### config.mk
export PLATFORM = sky130hd
export DESIGN_NAME = weight_tile_flat
export DESIGN_NICKNAME = d
export VERILOG_FILES = /design/src/rtl/weight_tile_pkg.sv /design/src/rtl/weight_tile_if.sv /design/src/rtl/weight_tile_wrap_counter.sv /design/src/rtl/weight_tile.sv /design/src/flat_wrapper.sv
export SDC_FILE = /design/constraint.sdc
export NUM_CORES = 1
export LEC_CHECK = 0
export CELL_PAD_IN_SITES_DETAIL_PLACEMENT = 1
export CELL_PAD_IN_SITES_GLOBAL_PLACEMENT = 2
export CORE_MARGIN = 5
export CORE_UTILIZATION = 22
export CTS_BUF_LIST = sky130_fd_sc_hd__clkbuf_8
export DETAILED_ROUTE_END_ITERATION = 7
export PLACE_DENSITY_LB_ADDON = 0.1
export SLEW_MARGIN = 20
export SYNTH_ARGS = -nofsm -noshare
export SYNTH_HDL_FRONTEND = slang
export SYNTH_SLANG_ARGS = --single-unit
### constraint.sdc
create_clock -name clk -period 1.6 [get_ports clk]
set_input_delay 0.16 -clock clk [delete_from_list [all_inputs] [get_ports clk]]
set_output_delay 0.16 -clock clk [all_outputs]
set_load 0.02 [all_outputs]
### src/rtl/weight_tile_pkg.sv
// Shared types and helpers for the weight tile and its sweep counters.
package weight_tile_pkg;

    typedef enum logic [2:0] {
        IDLE,
        ADDR,
        CAPT,
        RUN,
        DONE
    } state_t;

    typedef enum logic [1:0] {
        SRC_WEST,
        SRC_NORTH,
        SRC_HOME
    } weight_src_t;

    // Counter width for a 0..max-1 range; a single-value range still gets one bit.
    function automatic int cnt_w(input int max);
        return (max > 1) ? $clog2(max) : 1;
    endfunction

endpackage

### src/rtl/weight_tile_if.sv
// Bus bundle between a weight tile, its memory bank, its neighbours and the MAC.
interface weight_tile_if #(
    parameter int CH = 16,
    parameter int W  = 8,
    parameter int AW = 4,
    parameter int KW = 3,
    parameter int KH = 3,
    parameter int OW = 19,
    parameter int OH = 19
);
    localparam int XW  = weight_tile_pkg::cnt_w(KW);
    localparam int YW  = weight_tile_pkg::cnt_w(KH);
    localparam int MXW = weight_tile_pkg::cnt_w(OW);
    localparam int MYW = weight_tile_pkg::cnt_w(OH);

    logic                   start;
    logic                   en;
    logic [AW-1:0]          base_addr;
    logic [CH*AW-1:0]       w_raddr;
    logic signed [CH*W-1:0] w_rdata;
    logic signed [CH*W-1:0] west_in;
    logic signed [CH*W-1:0] north_in;
    logic signed [CH*W-1:0] w_out;
    logic                   valid;
    logic [XW-1:0]          x;
    logic [YW-1:0]          y;
    logic [MXW-1:0]         X;
    logic [MYW-1:0]         Y;
    logic                   finish;

    modport master (
        output start, en, base_addr, w_rdata, west_in, north_in,
        input  w_raddr, w_out, valid, x, y, X, Y, finish
    );

    modport slave (
        input  start, en, base_addr, w_rdata, west_in, north_in,
        output w_raddr, w_out, valid, x, y, X, Y, finish
    );

endinterface

### src/rtl/weight_tile_wrap_counter.sv
// Modulo-MAX counter with terminal-count flag; chained to build the sweep counters.
module wrap_counter
    import weight_tile_pkg::*;
#(
    parameter int MAX = 3
) (
    input  logic                    clk,
    input  logic                    xrst,
    input  logic                    en,
    output logic [cnt_w(MAX)-1:0]   q,
    output logic                    last
);

    localparam int QW = cnt_w(MAX);
    localparam logic [QW-1:0] TOP = QW'(MAX - 1);

    assign last = (q == TOP);

    always_ff @(posedge clk) begin
        if (xrst) begin
            q <= '0;
        end else if (en) begin
            q <= last ? '0 : q + QW'(1);
        end
    end

endmodule

### src/rtl/weight_tile.sv
// Weight-holding tile: loads one CH-channel weight vector, then sweeps the
// kernel x output-map schedule passing weights west->east / north->south.
module weight_tile
    import weight_tile_pkg::*;
#(
    parameter int CH = 16,
    parameter int W  = 8,
    parameter int AW = 4,
    parameter int KW = 3,
    parameter int KH = 3,
    parameter int OW = 19,
    parameter int OH = 19
) (
    input  logic          clk,
    input  logic          xrst,
    weight_tile_if.slave  bus
);

    localparam int XW  = cnt_w(KW);
    localparam int YW  = cnt_w(KH);
    localparam int MXW = cnt_w(OW);
    localparam int MYW = cnt_w(OH);

    state_t                 state;
    state_t                 state_nx;
    logic                   step;
    logic                   cnt_clr;
    logic                   en_y;
    logic                   en_mx;
    logic                   en_my;
    logic                   last_x;
    logic                   last_y;
    logic                   last_mx;
    logic                   last_my;
    logic                   sweep_last;
    logic [XW-1:0]          cnt_x;
    logic [YW-1:0]          cnt_y;
    logic [MXW-1:0]         cnt_mx;
    logic [MYW-1:0]         cnt_my;
    logic [AW-1:0]          addr_q;
    logic signed [CH*W-1:0] w_q;
    logic signed [CH*W-1:0] home_q;
    logic signed [CH*W-1:0] w_nx;
    weight_src_t            src;

    always_ff @(posedge clk) begin
        if (xrst) begin
            state <= IDLE;
        end else begin
            state <= state_nx;
        end
    end

    always_comb begin
        state_nx = state;
        step     = 1'b0;
        unique case (state)
            IDLE: if (bus.start) state_nx = ADDR;
            ADDR: state_nx = CAPT;
            CAPT: state_nx = RUN;
            RUN: begin
                if (bus.en) begin
                    step = 1'b1;
                    if (sweep_last) state_nx = DONE;
                end
            end
            DONE: state_nx = IDLE;
            default: state_nx = IDLE;
        endcase
    end

    // Each counter advances only when every faster counter wraps on this step.
    assign cnt_clr    = xrst | (state == CAPT);
    assign en_y       = step & last_x;
    assign en_mx      = en_y & last_y;
    assign en_my      = en_mx & last_mx;
    assign sweep_last = last_x & last_y & last_mx & last_my;

    wrap_counter #(.MAX(KW)) u_cnt_x (
        .clk (clk),
        .xrst(cnt_clr),
        .en  (step),
        .q   (cnt_x),
        .last(last_x)
    );

    wrap_counter #(.MAX(KH)) u_cnt_y (
        .clk (clk),
        .xrst(cnt_clr),
        .en  (en_y),
        .q   (cnt_y),
        .last(last_y)
    );

    wrap_counter #(.MAX(OW)) u_cnt_mx (
        .clk (clk),
        .xrst(cnt_clr),
        .en  (en_mx),
        .q   (cnt_mx),
        .last(last_mx)
    );

    wrap_counter #(.MAX(OH)) u_cnt_my (
        .clk (clk),
        .xrst(cnt_clr),
        .en  (en_my),
        .q   (cnt_my),
        .last(last_my)
    );

    // End of a kernel row pulls from north; end of the whole kernel restores home.
    always_comb begin
        src = SRC_WEST;
        if (last_x) begin
            src = last_y ? SRC_HOME : SRC_NORTH;
        end
    end

    always_comb begin
        w_nx = w_q;
        case (src)
            SRC_WEST:  w_nx = bus.west_in;
            SRC_NORTH: w_nx = bus.north_in;
            SRC_HOME:  w_nx = home_q;
            default:   w_nx = w_q;
        endcase
    end

    always_ff @(posedge clk) begin
        if (xrst) begin
            addr_q <= '0;
            w_q    <= '0;
            home_q <= '0;
        end else begin
            if (state == IDLE && bus.start) begin
                addr_q <= bus.base_addr;
            end
            if (state == CAPT) begin
                w_q    <= bus.w_rdata;
                home_q <= bus.w_rdata;
            end else if (step) begin
                w_q <= w_nx;
            end
        end
    end

    // The bank word is forwarded during CAPT so weights appear two cycles after start.
    assign bus.w_raddr = {CH{addr_q}};
    assign bus.w_out   = (state == CAPT) ? bus.w_rdata : w_q;
    assign bus.valid   = (state == CAPT) || (state == RUN);
    assign bus.finish  = (state == DONE);
    assign bus.x       = cnt_x;
    assign bus.y       = cnt_y;
    assign bus.X       = cnt_mx;
    assign bus.Y       = cnt_my;

endmodule

### src/flat_wrapper.sv
// flat-port wrapper written by rule: the top's interface ports become plain ports
module weight_tile_flat import weight_tile_pkg::*;
#(
    parameter int CH = 16,
    parameter int W  = 8,
    parameter int AW = 4,
    parameter int KW = 3,
    parameter int KH = 3,
    parameter int OW = 19,
    parameter int OH = 19
)
  (clk, xrst, bus_start, bus_en, bus_base_addr, bus_w_rdata, bus_west_in, bus_north_in, bus_w_raddr, bus_w_out, bus_valid, bus_x, bus_y, bus_X, bus_Y, bus_finish);
  weight_tile_if #(.CH(CH), .W(W), .AW(AW), .KW(KW), .KH(KH), .OW(OW), .OH(OH)) bus_i ();
  input  logic clk;
  input  logic xrst;
  input wire logic [$bits(bus_i.start)-1:0] bus_start;
  input wire logic [$bits(bus_i.en)-1:0] bus_en;
  input wire logic [$bits(bus_i.base_addr)-1:0] bus_base_addr;
  input wire logic [$bits(bus_i.w_rdata)-1:0] bus_w_rdata;
  input wire logic [$bits(bus_i.west_in)-1:0] bus_west_in;
  input wire logic [$bits(bus_i.north_in)-1:0] bus_north_in;
  output wire logic [$bits(bus_i.w_raddr)-1:0] bus_w_raddr;
  output wire logic [$bits(bus_i.w_out)-1:0] bus_w_out;
  output wire logic [$bits(bus_i.valid)-1:0] bus_valid;
  output wire logic [$bits(bus_i.x)-1:0] bus_x;
  output wire logic [$bits(bus_i.y)-1:0] bus_y;
  output wire logic [$bits(bus_i.X)-1:0] bus_X;
  output wire logic [$bits(bus_i.Y)-1:0] bus_Y;
  output wire logic [$bits(bus_i.finish)-1:0] bus_finish;
  assign bus_i.start = bus_start;
  assign bus_i.en = bus_en;
  assign bus_i.base_addr = bus_base_addr;
  assign bus_i.w_rdata = bus_w_rdata;
  assign bus_i.west_in = bus_west_in;
  assign bus_i.north_in = bus_north_in;
  assign bus_w_raddr = bus_i.w_raddr;
  assign bus_w_out = bus_i.w_out;
  assign bus_valid = bus_i.valid;
  assign bus_x = bus_i.x;
  assign bus_y = bus_i.y;
  assign bus_X = bus_i.X;
  assign bus_Y = bus_i.Y;
  assign bus_finish = bus_i.finish;
  weight_tile #(.CH(CH), .W(W), .AW(AW), .KW(KW), .KH(KH), .OW(OW), .OH(OH)) u_core (.clk(clk), .xrst(xrst), .bus(bus_i));
endmodule
## Yosys cells after proc, flatten, opt, wreduce, memory -nomap -nowiden

Cells that the tools add are included.

- Equal/unequal tests: 13
- Mux-type cells: 16
- Shift operators: 0
- Div/mod/pow operators: 0
- Magnitude comparators: 0
- $add $sub $neg: 4
- Multiply operators: 0
- Bitwise gates (word level): 7
- Reduce and logical (&&, ||, !) cells: 8

Operators by type and width:

| operator | count |
|---|---|
| $mux 128 | 3 |
| $pmux 128 s3 | 1 |
| $pmux 3 s4 | 1 |
| $add 5x1->5 const B | 2 |
| $eq 5x5->1 const B | 2 |
| $mux 5 | 2 |
| $mux 3 | 3 |
| $mux 2 | 4 |
| $and 1x1->1 | 6 |
| $eq 2x2->1 const B | 3 |
| $eq 3x2->1 const B | 2 |
| $add 2x1->2 const B | 2 |
| $ne 2x2->1 const B | 2 |
| $reduce_bool 4->1 | 1 |
| $eq 3x1->1 const B | 1 |
| $eq 3x3->1 const B | 1 |
| $logic_not 3->1 | 1 |
| $reduce_and 3->1 | 1 |
| $eq 2x1->1 const B | 1 |
| $logic_not 2->1 | 1 |
| $mux 1 | 2 |
| $ne 2x1->1 const B | 1 |
| $reduce_and 2->1 | 1 |
| $reduce_bool 2->1 | 1 |
| 3 further kinds | 3 |

- RAM bits: 0
- Memory bits (read-only): 0
- Register bits: 277
- Bits in latches: 0
- Logic and storage cells: 56
- Input bits: 392
- Output and inout port bits: 208
- Memories kept: 0

## Depth between registers and ports, before layout

Gate-level depths: netlist of run 1.

- Depth in word-level cells: 7
- Gate-level depth with buffers: 8
- Mapped depth without buffers: 6

## Modules after synthesis

From an unflattened synthesis of run 1, not the netlist that was laid out.

- Cell total of the unflattened synthesis: 2001
- Area total of the unflattened synthesis: 15600.0 um^2

Modules (own cells, without submodules):

| module | area an instance (um^2) | cells each | times used |
|---|---|---|---|
| weight_tile | 14916.8 | 1935 | 1 |
| wrap_counter (u_core.u_cnt_mx ...) | 256.5 | 24 | 2 |
| wrap_counter (u_core.u_cnt_x ...) | 85.1 | 9 | 2 |

## Worst setup path after synthesis of run 1

No wires, ideal clock.

- Path kind: flip-flop to flip-flop
- Start point: reg u_core.u_cnt_mx.q[1]
- End point: reg u_core.u_cnt_my.q[3]
- Period minus slack after synthesis: 1.693 ns
- Data required time: 1.530 ns
- Library setup time: 0.070 ns
- Setup slack: -0.093 ns
- Path buffers: 1
- Stages on the path, launching flop included: 7
- Arrival time: 1.623 ns
- Cell sequence: dfxtp_1 > ha_1 > and4bb_2 > nand4_4 > buf_6 > or3_1 > a21oi_1

- Cells in the longest elaborated chain, start to end: 2

Ends and longest elaborated chain:

| item | RTL line | text |
|---|---|---|
| start: declaration | weight_tile_wrap_counter.sv:10 | `output logic [cnt_w(MAX)-1:0] q,` |
| start signal: assignment | weight_tile_wrap_counter.sv:23 | `q <= last ? '0 : q + QW'(1);` |
| $eq 5x5->1 | weight_tile_wrap_counter.sv:17 | `assign last = (q == TOP);` |
| $and 1x1->1 | weight_tile.sv:76 | `assign en_my = en_mx & last_mx;` |
| end signal: assignment | weight_tile_wrap_counter.sv:23 |  |
| end: declaration | weight_tile_wrap_counter.sv:10 |  |

No other way between the ends.
A chain may end at the register's enable or synchronous reset.

## Worst setup path after layout of run 1

- Start point: reg u_core.state[2]
- End point: out bus_w_out[4]

- Cells in the longest elaborated chain, start to end: 2

Ends and longest elaborated chain:

| item | RTL line | text |
|---|---|---|
| start: declaration | weight_tile.sv:24 | `state_t state;` |
| start signal: assignment | weight_tile.sv:50 | `state <= state_nx;` |
| $eq 3x2->1 | weight_tile.sv:149 | `assign bus.w_out = (state == CAPT) ? bus.w_rdata : w_q;` |
| $mux 128 | weight_tile.sv:149 |  |
| end: declaration | flat_wrapper.sv:23 | `output wire logic [$bits(bus_i.w_out)-1:0] bus_w_out;` |

No other way between the ends.

==> results.toml, run 1 <==
[run_status]
outcome = "complete, but fails checks"
violations = "negative setup slack"

[grt]
antenna_found_initial = 26
track_usage = 0.1984
grt_first_pass_wirelength_um = 115100
grt-ovfl-total = 0
grt_max_degree = 77
grt_pass1_vias = 18804

[place]
port-buffer-count = 599
dp_hpwl_um = 58160
dp_cells = 3588
place.gp.congestion = 0.8119

[synthesis]
syn_nets = 2407
yosysWarnings = 0
synth_most_common_cell = "nand2_1"
synth.avg_cell_area_um2 = 7.504
yosys.area.top_type = "dfxtp_1"
synth_edf_count = 0
ys_types = 42
syn_inst = 2011
ys_seq_area_frac = 0.3675
async_flop_share = 0
synthTopCellsByCount = "nand2_1, dfxtp_1, a21oi_1"
ys_seq_elements = 277
ys_dominant_reg_cell = "dfxtp_1"
ys_top_cells_by_area = "dfxtp_1, nand2_1, a21oi_1"
synth_area_um2 = 15090
synth_top_area_share = 0.3675

[setup_path]
end_kind = "output pin"
r2r-end = "u_core.w_q[55]"
arrival_ns = 2.25
critical_path_required_ns = 1.44
crit_buf_inv = 4
path_delay_family = "buffers and inverters"
cp_slowest_stage_delay_ns = 0.45
reg2regPathDepth = 10
worstReg2RegStart = "u_core.state[1]"
critPathSlowestCell = "or3b_4"
path_max_fanout = 12
crit_top_cell = "buf_12"
r2r_setup_slack_ns = -0.37
critPathLaunchType = "register"
crit_type = "register to output pin"
path_cells = "or3b_4, buf_12, buf_16, buf_12, nand2_2, nand2_2, buf_12"

[finish]
layout-drive-gt1-share = 0.2853
fill_cells = 7999
fin_cells = 3765
fin_nets = 3221
utilization = 0.3893
areaGrowthSynthToFinish_pct = 76.31

[timing]
setup_viol = 404
slew_viol_final = 0
max_freq_ghz = 0.4151
min_period_ns = 2.409
skew_ns = 0.03423
relSlewSlack = 0.6554
post-route-period-util = 1.506
tightest_slew_ns = 0.5161
fin_ws_ns = -0.8089
rsz0062_at_grt = "true"
hold_viol = 0

[floorplanning]
fp-row-count = 96
start_util = 0.2208
fp.dieH_um = 271.9
ioPinCount = 600
die-width_um = 271.9
core_region_area_um2 = 68350
dieArea_um2 = 73930

[route]
viasPerCell = 4.672
drt-met1-wl_um = 33770
drtPass1Iterations = 5
top_layer_used = "met5"
ant_nets = 0
vias = 17591
wl_met3_um = 4433
wl_met2_um = 40610
wl_um = 80510
wl_per_cell_um = 21.38
drcViolationCount = 0
drt_iter0_drc = 686

[clocking]
worstSkewPairLatency_ns = 0.66
ctsLongestPathBuffers = 3
clockRootBuffer = "clkbuf_8"
clk_pin_slew_ns = 0.06
cts_tree = "done"
clock_sinks = 277
cts-htree-levels = 2
cts_buffers = 57

[hold_path]
holdPathEnd = "u_core.w_q[49]"
hold_class = "primary input to register"
hold_start = "bus_w_rdata[49]"
hold_depth = 3

[pwr]
total_power_w = 0.02134
p_leak_nw = 10.63
p_per_area_nw_per_um2 = 802.2
ir_drop_uv = 628.7

[run]
max-cap-violations = 0
[logic make-up (layout without fill, tap and decap cells)]
family / Yosys count / in the layout / share of synthesized area
compound gates: 662 / 662 / 0.2649
xor+xnor: 2 / 2 / 0.001161
fa+ha+maj: 4 / 4 / 0.003317
buf+inv: 241 / 1094 / 0.09269
flops: 277 / 277 / 0.3675
mux: 132 / 132 / 0.08756
other cells: 0 / 19 / 0
simple gates: 693 / 693 / 0.1829
[registers in the layout, summed over array words and instances (netlist names)]
name	cells
u_core.home_q	128
u_core.u_cnt_my.q	5
u_core.u_cnt_mx.q	5
u_core.u_cnt_x.q	2
u_core.u_cnt_y.q	2
u_core.w_q	128
u_core.addr_q	4
u_core.state	3
[timing repair]
action / in CTS / in global routing
gates cloned: 0 / 18
pin swaps: 0 / 19
buffers inserted: 5 / 36
endpoints found under the hold margin: 17 / 0
resized for setup: 367 / 352
endpoints found under the setup margin: 425 / 462
hold buffers: 1 / 0
[worst min-delay path: stages]
cell and delay, ns:
clkdlybuf4s50_1 0.42, nor2_1 0.10, a211oi_1 0.06
[how the worst max path moves through the flow]
stage                                from             end  slack (ns)  cells after the start
final                     u_core.state[2]    bus_w_out[4]       -0.81                      7
after global routing      u_core.state[1]   bus_w_out[61]       -0.94                      9
after CTS                 u_core.state[2]  bus_w_out[123]       -0.96                      6
after detailed placement  u_core.state[1]   bus_w_out[75]       -0.60                      7
after global placement    u_core.state[1]   bus_w_out[75]       -0.57                      7
after floorplan           u_core.state[0]    bus_w_out[0]       -0.05                      7
[stage by stage]
step | hold WS [ns] | setup slack (ns) | TNS (ns) | instance area, um^2
after global placement | 0.4419 | -0.5682 | -91.77 | 24400
after floorplan | 0.3072 | -0.04623 | -4.364 | 15450
after detailed placement | 0.4477 | -0.5990 | -98.92 | 24400
after global routing | 0.09676 | -0.9443 | -203.48 | 26600
final | 0.1273 | -0.8089 | -152.01 | 26610
after CTS | 0.05927 | -0.9550 | -167.54 | 25550
[layout by cell type (no fill, tap or decap), drive strengths merged, types with 7 or more instances in the layout]
cell	n
clkdlybuf4s50	469
or3	8
nand2	518
mux2i	132
diode	19
nand3	7
inv	26
a211oi	129
clkbuf	94
buf	500
nor2	135
a21oi	268
a21o	128
o21ai	135
dfxtp	277
[power by group]
group | internal [W] | leakage [nW] | switching (W) | total [W]
registers | 0.00740 | 2.27 | 0.000321 | 0.00772
logic | 0.00323 | 7.71 | 0.00301 | 0.00625
clock network | 0.00398 | 0.651 | 0.00339 | 0.00738
total | 0.0146 | 10.6 | 0.00673 | 0.0213
[cell type report]
| type | count | area, um^2 | area share |
|---|---|---|---|
| Antenna cell | 19 | 47.55 | 0.001787 |
| Clock buffer | 72 | 991.0 | 0.03724 |
| Clock inverter | 26 | 106.4 | 0.003997 |
| Inverter | 3 | 11.26 | 0.0004232 |
| Multi-Input combinational cell | 1493 | 8780 | 0.3300 |
| Sequential cell | 277 | 5554 | 0.2087 |
| Tap cell | 882 | 1104 | 0.04148 |
| Timing Repair Buffer | 993 | 10010 | 0.3763 |
[layer usage]
layer	vias to the layer above	track usage
met2	395	0.3473
met1	8528	0.2382
li1	8546	-
met5	-	0
met3	102	0.05171
met4	20	0.06196
Note: power is estimated with default switching activity, not from simulation.
==> run 2: changes to the inputs <==
CORE_UTILIZATION = 24   (was 22)
clock period = 2.5 ns   (was 1.6 ns; I/O delays follow)
==> results.toml, run 2 (synthesis results as in run 1) <==
[run_status]
outcome = "complete, but fails checks"
violations = "negative setup slack"

[grt]
grt_first_pass_wirelength_um = 109000
grt_pass1_vias = 17296
antenna_found_initial = 39
grt-ovfl-total = 0
track_usage = 0.2077
grt_max_degree = 93

[finish]
areaGrowthSynthToFinish_pct = 57.76
final_common_cell = "clkdlybuf4s50_1"
fin_nets = 2945
final_area_um2 = 23810
fill_cells = 7424
most-common-layout-cells = "clkdlybuf4s50_1, nand2_1, dfxtp_1"
layout-drive-gt1-share = 0.1604
reg_top3 = "u_core.home_q: 128 flops, u_core.w_q: 128 flops"

[route]
wl_per_cell_um = 22.19
drcViolationCount = 0
drt_iter0_drc = 679
vias = 16521
viasPerCell = 4.775
ant_nets = 0
wl_um = 76790
drtPass1Iterations = 5

[setup_path]
critical_path_required_ns = 2.25
r2r-end = "u_core.w_q[0]"
path_cells = "buf_6, or3b_4, buf_12, buf_12, buf_16, nand2_4, nand2_4, buf_6"
end_kind = "output pin"
critPathLaunchType = "register"
arrival_ns = 2.26
reg2regPathDepth = 7
r2r_setup_slack_ns = 0.42
cp_slowest_stage_delay_ns = 0.43
path_max_fanout = 9
worstReg2RegStart = "u_core.state[0]"
critPathSlowestCell = "or3b_4"
crit_type = "register to output pin"

[timing]
min_period_ns = 2.515
rsz0062_at_grt = "true"
skew_ns = 0.04070
relSlewSlack = 0.5517
setup_viol = 6
max_freq_ghz = 0.3977
tightest_slew_ns = 0.6725
slew_viol_final = 0
fin_ws_ns = -0.01461
post-route-period-util = 1.006
hold_viol = 0

[clocking]
clock_sinks = 277
clk_pin_slew_ns = 0.06
cts_tree = "done"
worstSkewPairLatency_ns = 0.66
clockRootBuffer = "clkbuf_8"
cts-htree-levels = 2
cts_buffers = 56
ctsLongestPathBuffers = 3

[pwr]
p_leak_nw = 9.286
p_seq_frac = 0.378
p_clk_frac = 0.346
switchingPower_w = 0.004190
p_per_area_nw_per_um2 = 547.3
total_power_w = 0.01303
comb_power_share = 0.275
ir_drop_uv = 357.4
swShare = 0.3215
internal_power_w = 0.008842

[floorplanning]
fp-row-count = 92
ioPinCount = 600
fp.dieH_um = 260.8
start_util = 0.2410
die-width_um = 260.8
dieArea_um2 = 67990
core_region_area_um2 = 62620

[place]
dp_hpwl_um = 51210
port-buffer-count = 599
placed_area_um2 = 21630
place.gp.congestion = 0.8078

[hold_path]
hold_class = "primary input to register"
hold_start = "xrst"
holdPathEnd = "u_core.addr_q[0]"
hold_depth = 2

[run]
max-cap-violations = 0
-- run 2: changes by cell type in the layout (fill, tap and decap cells not counted), moves of 8 or more --
cell and change:
buf_4 -267, clkbuf_16 -10, buf_2 +25, nand2_1 +119, clkbuf_8 -8, buf_12 -23, nand2_2 -118
-- run 2: repair_timing --
action	4_1_cts	5_1_grt
pin swaps	5	21
setup buffers	21	23
gates resized for setup	651	135
cloned	13	8
endpoints found under the setup margin	128	118
hold buffers	0	0
-- run 2: layer usage --
layer	track usage	routed length (um)	up-vias	share of wire
met5	0	226	-	0.0029
met2	0.3582	38080	407	0.50
li1	-	-	7979	-
met1	0.2438	30640	7973	0.40
met4	0.07485	2233	30	0.029
met3	0.06308	5612	132	0.073
-- run 2: critical path, delay by kind of cell, from the launching register on --
family | cells | cell delay, ns
buf+inv | 5 | 0.71
flops | 1 | 0.34
simple gates | 3 | 0.57
-- run 2: area by class of cell --
type	instances	area (um^2)	share of cell area
Multi-Input combinational cell	1493	8486	0.3564
Timing Repair Buffer	718	7610	0.3196
Sequential cell	277	5550	0.2331
Tap cell	846	1059	0.04446
Clock buffer	65	894.6	0.03758
Clock inverter	32	132.6	0.005571
Antenna cell	26	65.06	0.002733
Inverter	3	11.26	0.0004730
-- run 2: power by group through the flow --
stage | combinational [W] | sequential [W] | clock (W)
after detailed placement | 0.00327 | 0.00501 | 0
after floorplan | 0.00157 | 0.00496 | 0
final | 0.00359 | 0.00493 | 0.00451
after CTS | 0.00339 | 0.00492 | 0.00473
after global routing | 0.00386 | 0.00497 | 0.00492
after global placement | 0.00325 | 0.00499 | 0
-- run 2: worst max path at each step --
| stage | from | to |
|---|---|---|
| floorplan | u_core.state[0] | bus_w_out[100] |
| global placement | u_core.state[2] | bus_w_out[58] |
| detailed placement | u_core.state[2] | bus_w_out[33] |
| CTS | u_core.state[1] | bus_w_out[33] |
| global route | u_core.state[1] | bus_w_out[76] |
| finish | u_core.state[1] | bus_w_out[84] |
-- run 2: through the flow --
step                  util  setup TNS, ns  instances  hold WS [ns]  setup slack (ns)
global placement    0.3454              0       3274        0.4423            0.1370
global route        0.3800         -5.573       3454       0.09038           -0.1158
CTS                 0.3668         -2.631       3405       0.05793           -0.1052
detailed placement  0.3454              0       3274        0.4481           0.09070
finish              0.3802       -0.04968       3460       0.09782          -0.01461
floorplan                -              0       2011        0.3972            0.7358
==> run 3: changes to the inputs <==
CORE_ASPECT_RATIO = 0.6   (was default)
CORE_MARGIN = default   (was 5)
GPL_ROUTABILITY_DRIVEN = 0   (was default)
==> results.toml, run 3 (synthesis results as in run 1) <==
[run_status]
outcome = "finished, final reports clean"

[floorplanning]
fp-row-count = 70
core_region_area_um2 = 61480
start_util = 0.2454
dieArea_um2 = 63920
fp.dieH_um = 196.2
ioPinCount = 600
die-width_um = 325.7

[timing]
setup_viol = 0
min_period_ns = 2.450
post-route-period-util = 0.9801
slew_viol_final = 0
rsz0062_at_grt = "true"
fin_ws_ns = 0.04965
tightest_slew_ns = 0.7563
relSlewSlack = 0.4958
skew_ns = 0.03661
max_freq_ghz = 0.4081
hold_viol = 0

[clocking]
ctsLongestPathBuffers = 3
clockRootBuffer = "clkbuf_8"
clock_sinks = 277
cts_tree = "done"
worstSkewPairLatency_ns = 0.66
clk_pin_slew_ns = 0.07
cts-htree-levels = 2
cts_buffers = 51

[grt]
track_usage = 0.2161
grt_max_degree = 123
antenna_found_initial = 18
grt_use_met2 = 0.3742
grt_pass1_vias = 17251
met1_usage = 0.2647
use_met3 = 0.04348
grt_first_pass_wirelength_um = 106700
busiest_layer = "met2"
grt-ovfl-total = 0

[finish]
areaGrowthSynthToFinish_pct = 57.33
final_common_cell = "clkdlybuf4s50_1"
layout-drive-gt1-share = 0.1710
most-common-layout-cells = "clkdlybuf4s50_1, nand2_1, dfxtp_1"
fin_nets = 2941
utilization = 0.3862
reg_top3 = "u_core.home_q: 128 flops, u_core.w_q: 128 flops"
fill_cells = 7301

[route]
drtPass1Iterations = 4
drt_iter0_drc = 600
ant_nets = 0
wl_um = 74410
drcViolationCount = 0
vias = 16492
viasPerCell = 4.808
wl_per_cell_um = 21.69

[setup_path]
end_kind = "output pin"
critPathLaunchType = "register"
path_max_fanout = 8
critical_path_required_ns = 2.25
crit_type = "register to output pin"
arrival_ns = 2.20

[pwr]
p_leak_nw = 9.230
p_per_area_nw_per_um2 = 544.0
ir_drop_uv = 223.8
total_power_w = 0.01292

[run]
max-cap-violations = 0

[hold_path]
hold_class = "primary input to register"

[place]
port-buffer-count = 599
place_ws_ns = 0.1470
dp_hpwl_um = 47820
[run 3: final timing paths]
path | startpoint | end | slack [ns] | cells after the start
max | u_core.state[1] | bus_w_out[77] | 0.05 | 9
min | xrst | u_core.home_q[121] | 0.18 | 2
max reg2reg | u_core.state[0] | u_core.w_q[76] | 0.47 | 7
min reg2reg | u_core.home_q[69] | u_core.home_q[69] | 0.45 | 2
[run 3: cell type report]
type / count / area (um^2) / share of cell area
multi-input cells: 1493 / 8521 / 0.3589
repair buffers: 719 / 7612 / 0.3206
flip-flops and latches: 277 / 5554 / 0.2339
well taps: 828 / 1036 / 0.04363
clock buffers: 60 / 825.8 / 0.03478
clock inverters: 33 / 140.1 / 0.005902
diodes: 17 / 42.54 / 0.001792
inverters: 3 / 11.26 / 0.0004743
[run 3: worst max-delay path, cell delays in order, from the launching register on]
cell,delay (ns)
dfxtp_4,0.36
nor2b_4,0.14
nor2b_4,0.19
buf_6,0.15
buf_12,0.13
buf_12,0.13
clkbuf_16,0.18
nand2_2,0.07
nand2_2,0.07
buf_6,0.12
[run 3: repair_timing]
| action | CTS | global route |
|---|---|---|
| hold buffers | 0 | 0 |
| buffers inserted | 14 | 29 |
| gates resized for setup | 503 | 335 |
| hold endpoints to repair | 0 | 0 |
| pin swaps | 1 | 32 |
| endpoints found under the setup margin | 128 | 105 |
| gates cloned | 10 | 13 |
[run 3: power breakdown]
group          switching, W  total [W]  internal [W]
Combinational       0.00181    0.00360       0.00179
Sequential         0.000191    0.00492       0.00473
Clock               0.00222    0.00439       0.00217
[run 3: stage by stage]
step	hold WS, ns	cells	TNS (ns)	instance area [um^2]
after global placement	0.4418	3255	0	21490
after CTS	0.1182	3372	-5.422	22690
after global routing	0.1604	3429	-2.312	23740
final	0.1791	3430	0	23740
after detailed placement	0.4491	3255	0	21490
after floorplan	0.3972	2011	0	15090
[run 3: per-layer routing]
layer  vias to the layer above  wire length (um)
met5                         -                13
met4                         2              1636
met3                        93              3269
met2                       361             36770
met1                      8069             32720
li1                       7967                 -
